--- config.mk ---
export PLATFORM = sky130hd
export DESIGN_NAME = imem_loader_flat
export DESIGN_NICKNAME = d
export VERILOG_FILES = /design/src/rtl/imem_loader_if.sv /design/src/rtl/imem_loader.sv /design/src/flat_wrapper.sv
export SDC_FILE = /design/constraint.sdc
export NUM_CORES = 1
export LEC_CHECK = 0
export ABC_AREA = 1
export CORE_MARGIN = 2
export CORE_UTILIZATION = 45
export CTS_CLUSTER_DIAMETER = 50
export DETAILED_ROUTE_END_ITERATION = 7
export GPL_TIMING_DRIVEN = 1
export HOLD_SLACK_MARGIN = 0.12
export PLACE_DENSITY = 0.84
export SYNTH_ARGS = -nofsm -noshare
export SYNTH_HDL_FRONTEND = slang
export SYNTH_SLANG_ARGS = --single-unit
--- constraint.sdc ---
create_clock -name clk -period 1.4 [get_ports clk]
set_input_delay 0.21 -clock clk [delete_from_list [all_inputs] [get_ports clk]]
set_output_delay 0.21 -clock clk [all_outputs]
set_load 0.05 [all_outputs]
--- src/rtl/imem_loader_if.sv ---
// imem_loader_if: load control, byte-stream handshake and instruction-memory write port of the loader.
interface imem_loader_if #(
    parameter int memory_width   = 32,
    parameter int memory_address = 8
);
    logic                      start;
    logic [memory_address:0]   word_count;
    logic                      in_valid;
    logic [7:0]                in_byte;
    logic                      in_ready;
    logic                      WE;
    logic [memory_address-1:0] WA;
    logic [memory_width-1:0]   WD;
    logic                      busy;
    logic                      done;
    logic                      cpu_rst_n;

    modport master (
        output start, word_count, in_valid, in_byte,
        input  in_ready, WE, WA, WD, busy, done, cpu_rst_n
    );

    modport slave (
        input  start, word_count, in_valid, in_byte,
        output in_ready, WE, WA, WD, busy, done, cpu_rst_n
    );
endinterface

--- src/rtl/imem_loader.sv ---
// imem_loader: packs a big-endian byte stream into 32-bit words, writes them to instruction memory,
// zero-fills the remainder and holds the core in reset until the load completes.
module imem_loader #(
    parameter int memory_width   = 32,
    parameter int memory_address = 8
) (
    input  logic         clk,
    input  logic         rst_n,
    imem_loader_if.slave bus
);
    localparam logic [memory_address:0]   full     = {1'b1, {memory_address{1'b0}}};
    localparam logic [memory_address:0]   one_w    = (memory_address+1)'(1);
    localparam logic [memory_address-1:0] one_a    = memory_address'(1);

    typedef enum logic [2:0] {IDLE, RECV, WRITE, FILL, DONE} state_t;

    state_t                    state_q, state_d;
    logic [memory_width-1:0]   word_q, word_d;
    logic [1:0]                cnt_q, cnt_d;
    logic [memory_address-1:0] addr_q, addr_d;
    logic [memory_address:0]   rem_q, rem_d;
    logic [memory_address:0]   count_clip;
    logic                      cpu_rst_n_q;

    assign count_clip = (bus.word_count > full) ? full : bus.word_count;

    always_comb begin
        state_d = state_q;
        word_d  = word_q;
        cnt_d   = cnt_q;
        addr_d  = addr_q;
        rem_d   = rem_q;
        case (state_q)
            IDLE: if (bus.start) begin
                rem_d   = count_clip;
                addr_d  = '0;
                cnt_d   = '0;
                state_d = (count_clip != '0) ? RECV : FILL;
            end
            RECV: if (bus.in_valid) begin
                word_d  = {word_q[memory_width-9:0], bus.in_byte};
                cnt_d   = cnt_q + 2'd1;
                state_d = (cnt_q == 2'd3) ? WRITE : RECV;
            end
            WRITE: begin
                addr_d  = addr_q + one_a;
                rem_d   = rem_q - one_w;
                // a full-depth program wraps the address to 0 and leaves nothing to fill
                state_d = (rem_q != one_w) ? RECV : ((addr_d == '0) ? DONE : FILL);
            end
            FILL: begin
                addr_d  = addr_q + one_a;
                state_d = (&addr_q) ? DONE : FILL;
            end
            DONE:    state_d = IDLE;
            default: state_d = IDLE;
        endcase
    end

    always_ff @(posedge clk or negedge rst_n) begin
        if (!rst_n) begin
            state_q     <= IDLE;
            word_q      <= '0;
            cnt_q       <= '0;
            addr_q      <= '0;
            rem_q       <= '0;
            cpu_rst_n_q <= 1'b0;
        end else begin
            state_q     <= state_d;
            word_q      <= word_d;
            cnt_q       <= cnt_d;
            addr_q      <= addr_d;
            rem_q       <= rem_d;
            cpu_rst_n_q <= (state_d == IDLE);
        end
    end

    assign bus.in_ready  = (state_q == RECV);
    assign bus.WE        = (state_q == WRITE) || (state_q == FILL);
    assign bus.WA        = bus.WE ? addr_q : '0;
    assign bus.WD        = (state_q == WRITE) ? word_q : '0;
    assign bus.busy      = (state_q != IDLE);
    assign bus.done      = (state_q == DONE);
    assign bus.cpu_rst_n = cpu_rst_n_q;
endmodule
--- src/flat_wrapper.sv ---
// flat-port wrapper written by rule: the top's interface ports become plain ports
module imem_loader_flat 
#(
    parameter int memory_width   = 32,
    parameter int memory_address = 8
)
  (clk, rst_n, bus_start, bus_word_count, bus_in_valid, bus_in_byte, bus_in_ready, bus_WE, bus_WA, bus_WD, bus_busy, bus_done, bus_cpu_rst_n);
  imem_loader_if #(.memory_width(memory_width), .memory_address(memory_address)) bus_i ();
  input  logic clk;
  input  logic rst_n;
  input wire logic [$bits(bus_i.start)-1:0] bus_start;
  input wire logic [$bits(bus_i.word_count)-1:0] bus_word_count;
  input wire logic [$bits(bus_i.in_valid)-1:0] bus_in_valid;
  input wire logic [$bits(bus_i.in_byte)-1:0] bus_in_byte;
  output wire logic [$bits(bus_i.in_ready)-1:0] bus_in_ready;
  output wire logic [$bits(bus_i.WE)-1:0] bus_WE;
  output wire logic [$bits(bus_i.WA)-1:0] bus_WA;
  output wire logic [$bits(bus_i.WD)-1:0] bus_WD;
  output wire logic [$bits(bus_i.busy)-1:0] bus_busy;
  output wire logic [$bits(bus_i.done)-1:0] bus_done;
  output wire logic [$bits(bus_i.cpu_rst_n)-1:0] bus_cpu_rst_n;
  assign bus_i.start = bus_start;
  assign bus_i.word_count = bus_word_count;
  assign bus_i.in_valid = bus_in_valid;
  assign bus_i.in_byte = bus_in_byte;
  assign bus_in_ready = bus_i.in_ready;
  assign bus_WE = bus_i.WE;
  assign bus_WA = bus_i.WA;
  assign bus_WD = bus_i.WD;
  assign bus_busy = bus_i.busy;
  assign bus_done = bus_i.done;
  assign bus_cpu_rst_n = bus_i.cpu_rst_n;
  imem_loader #(.memory_width(memory_width), .memory_address(memory_address)) u_core (.clk(clk), .rst_n(rst_n), .bus(bus_i));
endmodule
# == After elaboration in Yosys (flattened, before gate mapping) ==
# Cells that the tools add are included.
# word_totals
reg_bits,55
# op_classes
addsub,3
order_cmp,1
eq_ne,8
n_mux,18
n_reduce_logical,15
# ops
operator,n
2-to-1 mux 32 bit,1
2-to-1 mux 9 bit,2
one-hot mux 9 bit (2 select lines),1
2-to-1 mux 8 bit,2
one-hot mux 8 bit (2 select lines),1
2-to-1 mux 3 bit,5
one-hot mux 3 bit (4 select lines),1
> comparator 9 bit (second input constant),1
!= test 9 x 1 -> 1 bit (second input constant),1
nonzero test 9 bit,1
subtractor 9 x 1 -> 9 bit (second input constant),1
adder 8 x 1 -> 8 bit (second input constant),1
zero test 8 bit,1
2-to-1 mux 2 bit,4
AND reduction 8 bit,1
== test 3 x 2 -> 1 bit (second input constant),2
zero test 3 bit,2
AND reduction 2 bit,3
nonzero test 2 bit,3
!= test 2 bit (second input constant),2
one-hot mux 2 bit (2 select lines),1
== test 3 x 1 -> 1 bit (second input constant),1
== test 3 bit (second input constant),1
AND reduction 3 bit,1
5 further kinds,5

# == Logic depth before layout (Yosys ltp) ==
# Gate-level depths: netlist of run 1.
# logic_depth
depth_word,7
mapped_depth,11
mapped_depth_nobuf,11

# == Worst setup path after synthesis of run 1 ==
# Ideal clock, no wire load.
# synth_timing
kind,register -> output
from,reg u_core.state_q[2]
to,out bus_WD[21]
arrival_time_ns,1.670
required_ns,1.190
slack_ns,-0.480
stages_incl_launch_ff,6
path_buffers,2
cell_sequence,dfrtp_1 -> nor2_2 -> nand2_2 -> buf_2 -> buf_2 -> nor2_1
# synth_between
elab_chain_len,2
# synth_rtl
element,line_no,source
start: declaration,imem_loader.sv:17,"state_t state_q, state_d;"
start signal: assignment,imem_loader.sv:69,state_q <= state_d;
== test 3 x 2 -> 1 bit,imem_loader.sv:81,assign bus.WD = (state_q == WRITE) ? word_q : '0;
2-to-1 mux 32 bit,imem_loader.sv:81,
end: declaration,flat_wrapper.sv:18,output wire logic [$bits(bus_i.WD)-1:0] bus_WD;
# Every way passes these cells.

# == Worst setup path in the final report of run 1 ==
# layout_timing
from,reg u_core.state_q[2]
to,out bus_WD[18]
# The elaborated chain is that of the path after synthesis.

==> results of run 1 <==
[per-layer routing]
metal  global-route usage  vias to the layer above  wire [microns]
li1                     -                     1411               -
met1                0.312                     1588            4240
met2                0.435                      225            5530
met3               0.0406                       79             851
met4                0.104                        0             681
met5                    0                        -               0
[kinds of logic after synthesis]
group,Yosys count
AOI/OAI and AO/OA,61
xor gates and xnor gates,4
adders and majority gates,4
buffers and inverters,75
DFF,55
and+or+nand+nor,176
[worst paths after layout]
kind | slack, ns | end | cells past startpoint
min in group clk | 0.44 | u_core.word_q[1]$_DFFE_PN0P_ | 3
max reg2reg | -0.30 | u_core.word_q[15]$_DFFE_PN0P_ | 10
min | 0.40 | u_core.word_q[22]$_DFFE_PN0P_ | 3
min reg2reg | 0.50 | u_core.word_q[8]$_DFFE_PN0P_ | 2
max | -0.39 | bus_WD[18] | 5
max in group asynchronous | 0.73 | u_core.rem_q[7]$_DFFE_PN0P_ | 3
[timing repair]
item / CTS / global route
cloned: 2 / 7
buffers inserted: 5 / 14
pin swaps: 4 / 10
endpoints found under the hold margin: 55 / 0
hold buffers: 1 / 0
gates resized for setup: 29 / 54
endpoints found under the setup margin: 67 / 99
[flip-flops by register name, indices dropped and copies added (netlist names)]
name / count
u_core.state_q: 3
u_core.addr_q: 8
u_core.bus.cpu_rst_n: 1
u_core.rem_q: 9
u_core.cnt_q: 2
u_core.word_q: 32
[worst reg2reg max path: cells and delay by family (launching register included)]
family          cells  cell delay, ns
compound gates      1            0.08
buf+inv             6            0.75
flops               1            0.44
simple gates        3            0.35
[per-stage QoR]
stage               utilization  hold WS, ns  instances
floorplan                     -      -0.0856        375
global placement          0.720        0.230        536
detailed placement        0.720        0.235        536
CTS                       0.770        0.430        551
global route              0.831        0.438        570
finish                    0.831        0.403        570
[cells in the mapped netlist (2+ instances only)]
library cell | n | area, sq um
nand3_1 | 16 | 80.1
o21ai_1 | 2 | 10.0
o21ai_0 | 45 | 225
ha_1 | 4 | 50.1
dfrtp_1 | 55 | 1380
o22ai_1 | 2 | 12.5
nor2_1 | 55 | 206
inv_1 | 56 | 210
clkbuf_1 | 2 | 7.51
inv_2 | 6 | 22.5
nor3_1 | 3 | 15.0
buf_2 | 8 | 40.0
o211ai_1 | 5 | 37.5
nor2_2 | 3 | 18.8
nor3_2 | 2 | 20.0
xor2_1 | 4 | 35.0
nor2_4 | 3 | 33.8
nand4_1 | 4 | 25.0
a21oi_1 | 2 | 10.0
nand2_1 | 79 | 297
nand2_2 | 9 | 56.3
[power by group]
group | leakage [nW] | switching [mW] | total [mW] | internal (mW)
Sequential | 0.705 | 0.474 | 2.70 | 2.23
Combinational | 1.54 | 3.17 | 5.46 | 2.29
Clock | 0.0612 | 0.576 | 1.16 | 0.581
Total | 2.30 | 4.22 | 9.32 | 5.10
[placed cells by master (no fill, tap or decap), drive strengths merged, types with 5 or more instances in the layout]
cell type	instances
buf	97
clkbuf	11
clkdlybuf4s50	19
dfrtp	55
inv	62
nand2	88
nand3	17
nor2	61
nor3	6
o211ai	5
o21ai	48
[final cells by class]
type                       count  area [sq um]  area share
timing repair buffer         122          1760       0.337
multi-input combinational    245          1620       0.310
sequential                    55          1380       0.264
inverter                      63           249      0.0477
tap                           77          96.3      0.0185
clock buffer                   6          82.6      0.0158
clock inverter                 2          35.0     0.00671
==> impl_metrics.sql, run 1 <==
INSERT INTO impl_metrics (metric_group, metric, value, unit) VALUES
('run_status', 'status', 'finished, violations left', ''),
('run_status', 'violations', 'setup timing', ''),
('die', 'die_x', '83.9', 'microns'),
('routing', 'vias_per_cell', '5.79', ''),
('synthesis', 'synth_compound_gate_area_share', '0.118', ''),
('synthesis', 'synth-main-ff-cell', 'dfrtp_1', ''),
('synthesis', 'syn-instance-count', '375', ''),
('routing', 'wl', '11.3', 'mm'),
('worst_setup_path', 'critPathMaxStageDelay', '0.44', 'ns'),
('global_route', 'number_of_antenna_violations_at_the_first_check_in_global_routing', '0', ''),
('finish', 'antennaDiodeCount', '0', ''),
('clock_network', 'clock_pin_slew_reported_for_the_worst_setup_and_hold_paths_after_clock_tree_synthesis', '0.11', 'ns'),
('clock_network', 'cts_buffers', '5', ''),
('global_route', 'via_count_of_the_first_global_routing_pass', '3006', ''),
('synthesis', 'yosysSeqAreaShare', '0.479', ''),
('timing', 'period_utilisation_layout', '1.28', ''),
('synthesis', 'synth_adder_area_share', '0.0174', ''),
('worst_setup_path', 'critPathCaptureType', 'output pin', ''),
('worst_setup_path', 'cp.arrival', '1.58', 'ns'),
('worst_hold_path', 'holdCritPathClass', 'in2async', ''),
('worst_setup_path', 'critPathSlowestCell', 'dfrtp_1', ''),
('synthesis', 'synth_edf_count', '0', ''),
('routing', 'drc_errors', '0', ''),
('global_route', 'grt_use_total', '0.251', ''),
('clock_network', 'tritoncts_clock_tree', 'yes', ''),
('finish', 'fraction_of_layout_instances_using_a_drive_strength_above_1', '0.406', ''),
('timing', 'slew-limit-headroom', '0.766', ''),
('die', 'initial_utilization', '0.458', ''),
('clock_network', 'root_buffer', 'clkbuf_8', ''),
('die', 'core_region_area', '0.00628', 'sq mm'),
('worst_setup_path', 'critPathMaxFanout', '6', ''),
('global_route', 'first_pass_grt_wire_length', '14.2', 'mm'),
('synthesis', 'synth.area.mux_share', '0', ''),
('synthesis', 'synth.net_count', '400', ''),
('routing', 'drt_first_iter_violations', '251', ''),
('power', 'powerDensity', '1790', 'mW/mm^2'),
('timing', 'setup_viol_count_final', '92', ''),
('global_route', 'grt_start_max_net_pins', '56', ''),
('worst_setup_path', 'number_of_buffer_and_inverter_stages_on_the_critical_path', '2', ''),
('place', 'io_buffer_count', '65', ''),
('clock_network', 'maximum_level_of_the_cts_h_tree', '2', ''),
('timing', 'final.setup.worst_slack', '-0.390', 'ns'),
('routing', 'final_antenna_net_count', '0', ''),
('die', 'design.die.area', '0.00704', 'sq mm'),
('global_route', 'grt_remaining_overflow', '0', ''),
('timing', 'hold_violations', '0', ''),
('die', 'placement_rows', '29', ''),
('worst_setup_path', 'cp-startpoint', 'u_core.state_q[2]$_DFF_PN0_', ''),
('worst_setup_path', 'crit_family', 'simple AND/OR/NAND/NOR gates', ''),
('timing', 'worst-slew-pin-transition', '0.348', 'ns'),
('finish', 'filler_cell_count', '297', ''),
('power', 'p_leak', '2.30', 'nW'),
('place', 'postPlaceCellArea', '0.00452', 'sq mm'),
('routing', 'num_vias', '3303', ''),
('finish', 'final_design_area_no_fill', '0.00522', 'sq mm'),
('power', 'report.power.total', '9.32', 'mW'),
('routing', 'drt-pass1-iter-count', '5', ''),
('die', 'i_o_pin_count', '66', ''),
('timing', 'setup_tns', '-25.88', 'ns'),
('synthesis', 'main_combinational_cell_family_by_area_after_synthesis', 'simple AND/OR/NAND/NOR gates', ''),
('worst_setup_path', 'cp_data_required_time', '1.19', 'ns'),
('job', 'cap_viol_max_count', '0', ''),
('routing', 'wl_per_cell', '19.8', 'microns'),
('timing', 'clock-skew-final', '0.00929', 'ns'),
('worst_setup_path', 'worst_r2r_startpoint', 'u_core.state_q[2]$_DFF_PN0_', ''),
('place', 'preCtsSetupSlack', '-0.148', 'ns'),
('synthesis', 'synth-xor-area-share', '0.0122', ''),
('synthesis', 'yosysUniqueCellTypes', '31', ''),
('place', 'dp.final_hpwl', '5.37', 'mm'),
('clock_network', 'clk_lat_worst_skew', '0.32', 'ns'),
('worst_setup_path', 'worst-setup-path-type', 'reg2out', '');
(Power assumes the default switching activity.)
==> inputs of run 2 (changes only) <==
--- a/config.mk
+++ b/config.mk
@@ -6,6 +6,7 @@
 export NUM_CORES = 1
 export LEC_CHECK = 0
 export ABC_AREA = 1
+export CAP_MARGIN = 20
 export CORE_MARGIN = 2
 export CORE_UTILIZATION = 45
 export CTS_CLUSTER_DIAMETER = 50
==> results of run 2 <==
The final DEF is identical to that of run 1; final timing and power are the same.
